<file path="src/rtl/mac_seq.sv">
// mac_seq: control sequencer for a single-MAC FIR datapath.
//
// For every accepted sample the sequencer loads the shift register, steps
// the shared ROM/shift-register address through NUM_TAPS taps while the
// accumulator runs, loads the output register and then holds the result
// until downstream takes it. A sample that arrives while a computation is
// in flight (or while an unconsumed result is held) is dropped. A dropped
// sample does not disturb the running computation. Instead it raises the
// sticky overrun flag.
//
// Optional feature, selected by the macro MAC_SEQ_OVR_CNT_EN:
//   defined   -> ovr_count is an 8-bit saturating count of dropped samples
//   undefined -> ovr_count is tied to zero and no counter is built
//
// Every control output is decoded from the registered state and the
// registered tap counter only. Inputs never reach outputs through
// combinational paths.

module mac_seq #(
    parameter int NUM_TAPS   = 4,
    parameter int ADDR_WIDTH = 2
) (
    input  logic                  clk,
    input  logic                  rst_n,
    input  logic                  sample_valid,
    input  logic                  out_ready,
    input  logic                  ovr_clr,
    output logic                  shift_en,
    output logic [ADDR_WIDTH-1:0] tap_addr,
    output logic                  acc_clr,
    output logic                  acc_en,
    output logic                  result_load,
    output logic                  result_valid,
    output logic                  busy,
    output logic                  overrun,
    output logic [7:0]            ovr_count
);

    typedef enum logic [2:0] {
        IDLE  = 3'd0,
        SHIFT = 3'd1,
        MAC   = 3'd2,
        FLUSH = 3'd3,
        HOLD  = 3'd4
    } state_t;

    // The address of the final tap. MAC hands over to FLUSH after this tap.
    localparam logic [ADDR_WIDTH-1:0] LAST_TAP = ADDR_WIDTH'(NUM_TAPS - 1);

    state_t                state;
    state_t                state_next;
    logic [ADDR_WIDTH-1:0] tap_q;
    logic [ADDR_WIDTH-1:0] tap_next;
    logic                  drop;
    logic                  overrun_q;

    // State register and tap counter. Reset parks the sequencer in IDLE at tap 0.
    always_ff @(posedge clk or negedge rst_n) begin
        if (!rst_n) begin
            state <= IDLE;
            tap_q <= '0;
        end else begin
            state <= state_next;
            tap_q <= tap_next;
        end
    end

    // Next-state and next-tap logic. The tap counter is zero outside MAC.
    always_comb begin
        state_next = state;
        tap_next   = '0;
        case (state)
            IDLE: begin
                if (sample_valid) begin
                    state_next = SHIFT;
                end
            end
            SHIFT: begin
                state_next = MAC;
            end
            MAC: begin
                if (tap_q == LAST_TAP) begin
                    state_next = FLUSH;
                end else begin
                    tap_next = tap_q + 1'b1;
                end
            end
            FLUSH: begin
                state_next = HOLD;
            end
            HOLD: begin
                if (out_ready) begin
                    state_next = sample_valid ? SHIFT : IDLE;
                end
            end
            default: begin
                state_next = IDLE;
            end
        endcase
    end

    // Datapath controls decoded purely from the registered state and tap counter.
    always_comb begin
        shift_en     = 1'b0;
        acc_en       = 1'b0;
        acc_clr      = 1'b0;
        result_load  = 1'b0;
        result_valid = 1'b0;
        busy         = (state != IDLE);
        case (state)
            SHIFT: shift_en = 1'b1;
            MAC: begin
                acc_en  = 1'b1;
                acc_clr = (tap_q == '0);
            end
            FLUSH:   result_load  = 1'b1;
            HOLD:    result_valid = 1'b1;
            default: begin
            end
        endcase
    end

    assign tap_addr = tap_q;

    // A sample is dropped when it arrives while the sequencer cannot take it.
    // HOLD takes a sample only in the same cycle that the result is consumed.
    always_comb begin
        drop = 1'b0;
        if (sample_valid) begin
            case (state)
                SHIFT, MAC, FLUSH: drop = 1'b1;
                HOLD:              drop = !out_ready;
                default:           drop = 1'b0;
            endcase
        end
    end

    // Sticky overrun flag. A drop in the same cycle as a clear wins, so the flag is set.
    always_ff @(posedge clk or negedge rst_n) begin
        if (!rst_n) begin
            overrun_q <= 1'b0;
        end else if (drop) begin
            overrun_q <= 1'b1;
        end else if (ovr_clr) begin
            overrun_q <= 1'b0;
        end
    end

    assign overrun = overrun_q;

`ifdef MAC_SEQ_OVR_CNT_EN
    logic [7:0] ovr_count_q;

    // Saturating drop counter. A clear together with a drop restarts the count at one.
    always_ff @(posedge clk or negedge rst_n) begin
        if (!rst_n) begin
            ovr_count_q <= 8'd0;
        end else if (ovr_clr) begin
            ovr_count_q <= drop ? 8'd1 : 8'd0;
        end else if (drop && (ovr_count_q != 8'd255)) begin
            ovr_count_q <= ovr_count_q + 8'd1;
        end
    end

    assign ovr_count = ovr_count_q;
`else
    assign ovr_count = 8'd0;
`endif

endmodule

</file>
<file path="config.mk">
export PLATFORM = sky130hd
export DESIGN_NAME = mac_seq
export DESIGN_NICKNAME = d
export VERILOG_FILES = /design/src/rtl/mac_seq.sv
export SDC_FILE = /design/constraint.sdc
export NUM_CORES = 1
export LEC_CHECK = 0
export CORE_AREA = 4 4 41 43
export DETAILED_ROUTE_END_ITERATION = 8
export DIE_AREA = 0 0 45 47
export PLACE_DENSITY = 0.72
export REMOVE_ABC_BUFFERS = 1
export SETUP_SLACK_MARGIN = 0.4
export SYNTH_ARGS = -nofsm -noshare
export SYNTH_HDL_FRONTEND = slang
export SYNTH_SLANG_ARGS = --single-unit
</file>
<file path="constraint.sdc">
create_clock -name clk -period 2.4 [get_ports clk]
set_clock_uncertainty 0.15 [all_clocks]
set_input_delay 0.24 -clock clk [delete_from_list [all_inputs] [get_ports clk]]
set_output_delay 0.24 -clock clk [all_outputs]
set_load 0.005 [all_outputs]
</file>
# --- Word level (Yosys, flattened, before mapping) ---
# Cells that the tools add are included.
word_totals:
  reg_bits: 6
  input_bits: 5
  output_inout_bits: 17
op_classes:
  n_mux: 16
  eq_ne: 8
  n_addsub: 1
  reduce_logical: 7
ops:
  columns: ["cell", "count"]
  rows:
  - ["$pmux 3 s5", 1]
  - ["$mux 1", 9]
  - ["$mux 3", 3]
  - ["$eq 3x2->1 const B", 2]
  - ["$ne 2x2->1 const B", 3]
  - ["$mux 2", 2]
  - ["$eq 3x1->1 const B", 1]
  - ["$eq 3x3->1 const B", 1]
  - ["$logic_not 3->1", 1]
  - ["$reduce_and 3->1", 1]
  - ["$reduce_bool 3->1", 1]
  - ["$reduce_or 3->1", 1]
  - ["$add 2x1->2 const B", 1]
  - ["$eq 2x2->1 const B", 1]
  - ["$logic_not 2->1", 1]
  - ["$pmux 1 s2", 1]
  - ["$reduce_bool 2->1", 1]
  - ["$logic_not 1->1", 1]

# --- Logic depth before layout (Yosys ltp) ---
logic_depth:
  word_depth: 5
  depth_mapped: 4
  depth_no_buf: 3

# --- Worst setup path before layout ---
# OpenSTA, ideal clock, no wires.
synth_path:
  path_type: "register to output"
  startpoint: "register state[0]"
  endpoint: "output port acc_clr"
  t_arrival_ns: 0.854
  slack_ns: 1.156
  path_buffers: 0
  stages_incl_launch_ff: 3
  t_required_ns: 2.010
  path_cell_list: "dfrtp_1 nor3b_2 and2_1"
synth_between:
  elab_chain_cells: 2
synth_rtl:
  columns: ["item", "line_no", "source"]
  rows:
  - ["start: declaration", "50", "state_t state;"]
  - ["start signal: assignment", "63", "state <= state_next;"]
  - ["$eq 3x2->1", "110", "case (state)"]
  - ["$mux 1", "110", null]
  - ["end: declaration", "30", "output logic acc_clr,"]
# No other way between the ends.

# --- Final worst setup path ---
layout_path:
  startpoint: "register state[0]"
  endpoint: "output port result_valid"
layout_between:
  elab_chain_cells: 2
layout_rtl:
  columns: ["item", "line_no", "source"]
  rows:
  - ["$eq 3x3->1", "110", null]
  - ["$mux 1", "110", null]
  - ["end: declaration", "33", "output logic result_valid,"]
# No other way between the ends.

==> out/results.md <==
| Quantity | Value | Unit |
|---|---|---|
| Run status | completed | - |
| Final standard cell utilization of the core | 46.6 | % |
| Post-Route Setup TNS | 0 | ps |
| Antenna diode count | 0 | - |
| Via count of the routed design | 318 | - |
| Element type at the critical path start | register | - |
| Flip-flop and latch area | 154 | um2 |
| Wire length of the first global-routing pass | 1.28 | mm |
| Clock root buffer | sky130_fd_sc_hd__clkbuf_4 | - |
| Final-layout worst hold slack | 92.0 | ps |
| Post-Layout Cell Count | 77 | - |
| Final period demand of the worst path | 1950 | ps |
| Setup repair after global routing missed its margin | no | - |
| All-Layer GR Usage | 8.80 | % |
| Class of the worst hold path | input port to asynchronous set/reset pin | - |
| Routed Antenna Nets | 0 | - |
| Antenna violations before repair | 0 | - |
| DRC errors left | 0 | - |
| Pwr dens | 1230 | nW/um2 |
| Filler cell count in the final layout | 137 | - |
| Synthesized area per cell | 10.1 | um2 |
| Effective utilization at floorplan | 31.7 | % |
| Post-route setup slack | 446 | ps |
| Data required, critical path | 2010 | ps |
| Largest stage delay on the critical path | 510 | ps |
| Prevailing post-synth register cell | sky130_fd_sc_hd__dfrtp_1 | - |
| Clock tree from TritonCTS | built | - |
| Total setup violations reported at the end of the flow | 0 | - |
| Standby leakage power | 0.000298 | uW |
| Remaining global-route overflow | 0 | - |
| Num Clock Sinks | 6 | - |
| Top-Level Pins | 22 | - |
| Die width | 45 | um |
| Number of unique standard cell types used by synthesis | 21 | - |
| Number of buffers inserted by port buffering | 13 | - |
| Max IR drop VDD | 0.557 | mV |
| Post-synth ARST share | 100 | % |
| Clk pin slew, worst setup/hold paths | 50 | ps |
| Worst skew pair latency | 250 | ps |
| Category of the most critical setup path | register to output pin | - |
| First drt pass iteration count | 2 | - |
| Post-synthesis cell count | 41 | - |
| Half-perimeter wire length of the detailed placement result | 569 | um |
| Arrival time worst endpoint | 1560 | ps |
| Worst-case setup slack after placement | 551 | ps |
| Max Root-Sink Buffers | 2 | - |
| Final period utilization | 81.4 | % |
| Buffers and inverters on the worst path | 1 | - |
| Worst path cell trace | or2_4, nor2_1, clkdlybuf4s50_1 | - |
| Category of the worst setup path capture point | output pin | - |
| Critical Path Slowest Stage Cell | sky130_fd_sc_hd__clkdlybuf4s50_1 | - |
| Core region area | 1300 | um2 |
| Routed via count divided by cell count | 4.13 | - |
| Nets | 71 | - |
| Total of warnings raised by yosys | 0 | - |
| Site Rows | 13 | - |
| Growth of design area from synthesis to finish | 47.0 | % |
| Routability cong. | 0.710 | - |
| Number of storage elements in the synthesis netlist | 6 | - |
| Placed Cells incl. Taps | 67 | - |
| Max Fclk | 512 | MHz |
| Max capacitance violation total | 0 | - |
| Category of cells accounting for the largest share of critical-path delay | buffers and inverters | - |
| Endpoints failing hold | 0 | - |
| Post-CTS Hold Buffers | 0 | - |
| Num CTS Buffers | 3 | - |
| DRC marker count from the first detailed-route iteration | 12 | - |
| Die Area | 2120 | um2 |
| Fraction of layout cells with a size suffix above 1 | 29.0 | % |
| Area occupied by multi-input gates | 208 | um2 |
| Total wire length | 847 | um |
| Count of pins over their slew limit | 0 | - |
| Via count of the first global-routing pass | 308 | - |
| Wire length per cell after detailed routing | 11.0 | um |
| Die span in y | 47 | um |
| Crit-path max FO | 7 | - |
| Number of flops mapped to enable cells by yosys | 0 | - |
| Netlist area before placement | 413 | um2 |
| Maximum number of pins on one net before global-route repair | 8 | - |
| Sequential cell area fraction in the yosys report | 36.4 | % |
| Clock H-tree levels | 1 | - |
[Yosys cell counts (2+ instances only)]
library cell / number / area share, %
sky130_fd_sc_hd__buf_4: 8 / 15
sky130_fd_sc_hd__dfrtp_1: 6 / 36
sky130_fd_sc_hd__inv_1: 4 / 3.6
sky130_fd_sc_hd__and2_1: 2 / 3.0
sky130_fd_sc_hd__ha_1: 2 / 6.1
sky130_fd_sc_hd__nor2_1: 2 / 1.8
sky130_fd_sc_hd__nor3b_2: 2 / 6.1
sky130_fd_sc_hd__or2_1: 2 / 3.0
[worst reg2reg max path: cells and delay by family (launching register included)]
kind                   cells  cell delay, ps
buffers and inverters      2             280
AOI/OAI and AO/OA          2             210
DFF                        1             430
and+or+nand+nor            1             280
[cells by family after synthesis]
kind of cell	count (synthesis)	synth area share, %
AO/OA/AOI/OAI	3	4.85
flip-flops	6	36.4
AND/OR/NAND/NOR	13	25.5
multiplexers	1	2.42
other	1	0.908
XOR/XNOR	1	2.12
adder cells (fa/ha/maj)	2	6.06
buffers and inverters	14	21.8
[repair_timing]
| item | CTS | global route |
|---|---|---|
| pin swaps | 1 | 2 |
| endpoints found under the hold margin | 0 | 0 |
| endpoints found under the setup margin | 3 | 3 |
| gates resized for setup | 3 | 3 |
| buffers inserted | 6 | 1 |
[flip-flops by register name (all words and copies together), names as in the netlist]
signal / count
state: 3
tap_addr: 2
overrun: 1
[routing by layer]
| layer | vias to the layer above | track usage, % | wire length [um] |
|---|---|---|---|
| met3 | 0 | 5.75 | 102 |
| met1 | 140 | 10.3 | 384 |
| met4 | 0 | 1.75 | 0 |
| li1 | 160 | - | - |
| met2 | 18 | 13.6 | 361 |
| met5 | - | 0 | 0 |
[final cells by class]
cell class                      count  area share, %
Sequential cell                     6           25.4
Timing Repair Buffer               20           30.5
Inverter                            5           3.09
Multi-Input combinational cell     28           34.2
Clock buffer                        3           3.71
Tap cell                           15           3.09
[through the flow]
| step | instance area, um2 | power [uW] |
|---|---|---|
| finish | 607 | 748 |
| floorplan | 368 | 360 |
| CTS | 593 | 728 |
| global route | 607 | 804 |
| detailed placement | 517 | 538 |
| global placement | 517 | 528 |
[final timing paths]
kind,start,to,slack (ps),depth (start not counted)
setup / recovery,state[0],result_valid,450,3
hold / removal,rst_n,overrun,90,1
setup reg to reg,state[1],overrun,970,5
hold reg to reg,tap_addr[0],tap_addr[0],360,1
max in group asynchronous,rst_n,state[0],1750,1
min in group clk,tap_addr[0],tap_addr[0],360,1
[report_power, final]
group	internal [uW]	switching [uW]	leakage, uW
Sequential	150	63.4	0.0000734
Clock	57.0	42.0	0.0000138
Combinational	293	143	0.000211
[layout by cell type, fill, tap and decap left out, types with 2 or more instances in the layout]
master                            instances
sky130_fd_sc_hd__clkdlybuf4s50_1         12
sky130_fd_sc_hd__ha_1                     2
sky130_fd_sc_hd__dfrtp_1                  3
sky130_fd_sc_hd__inv_1                    4
sky130_fd_sc_hd__and2_1                   2
sky130_fd_sc_hd__dfrtp_2                  3
sky130_fd_sc_hd__nor2_1                   2
sky130_fd_sc_hd__clkbuf_4                 3
sky130_fd_sc_hd__conb_1                   8
sky130_fd_sc_hd__buf_4                    7
(Power assumes the default switching activity.)
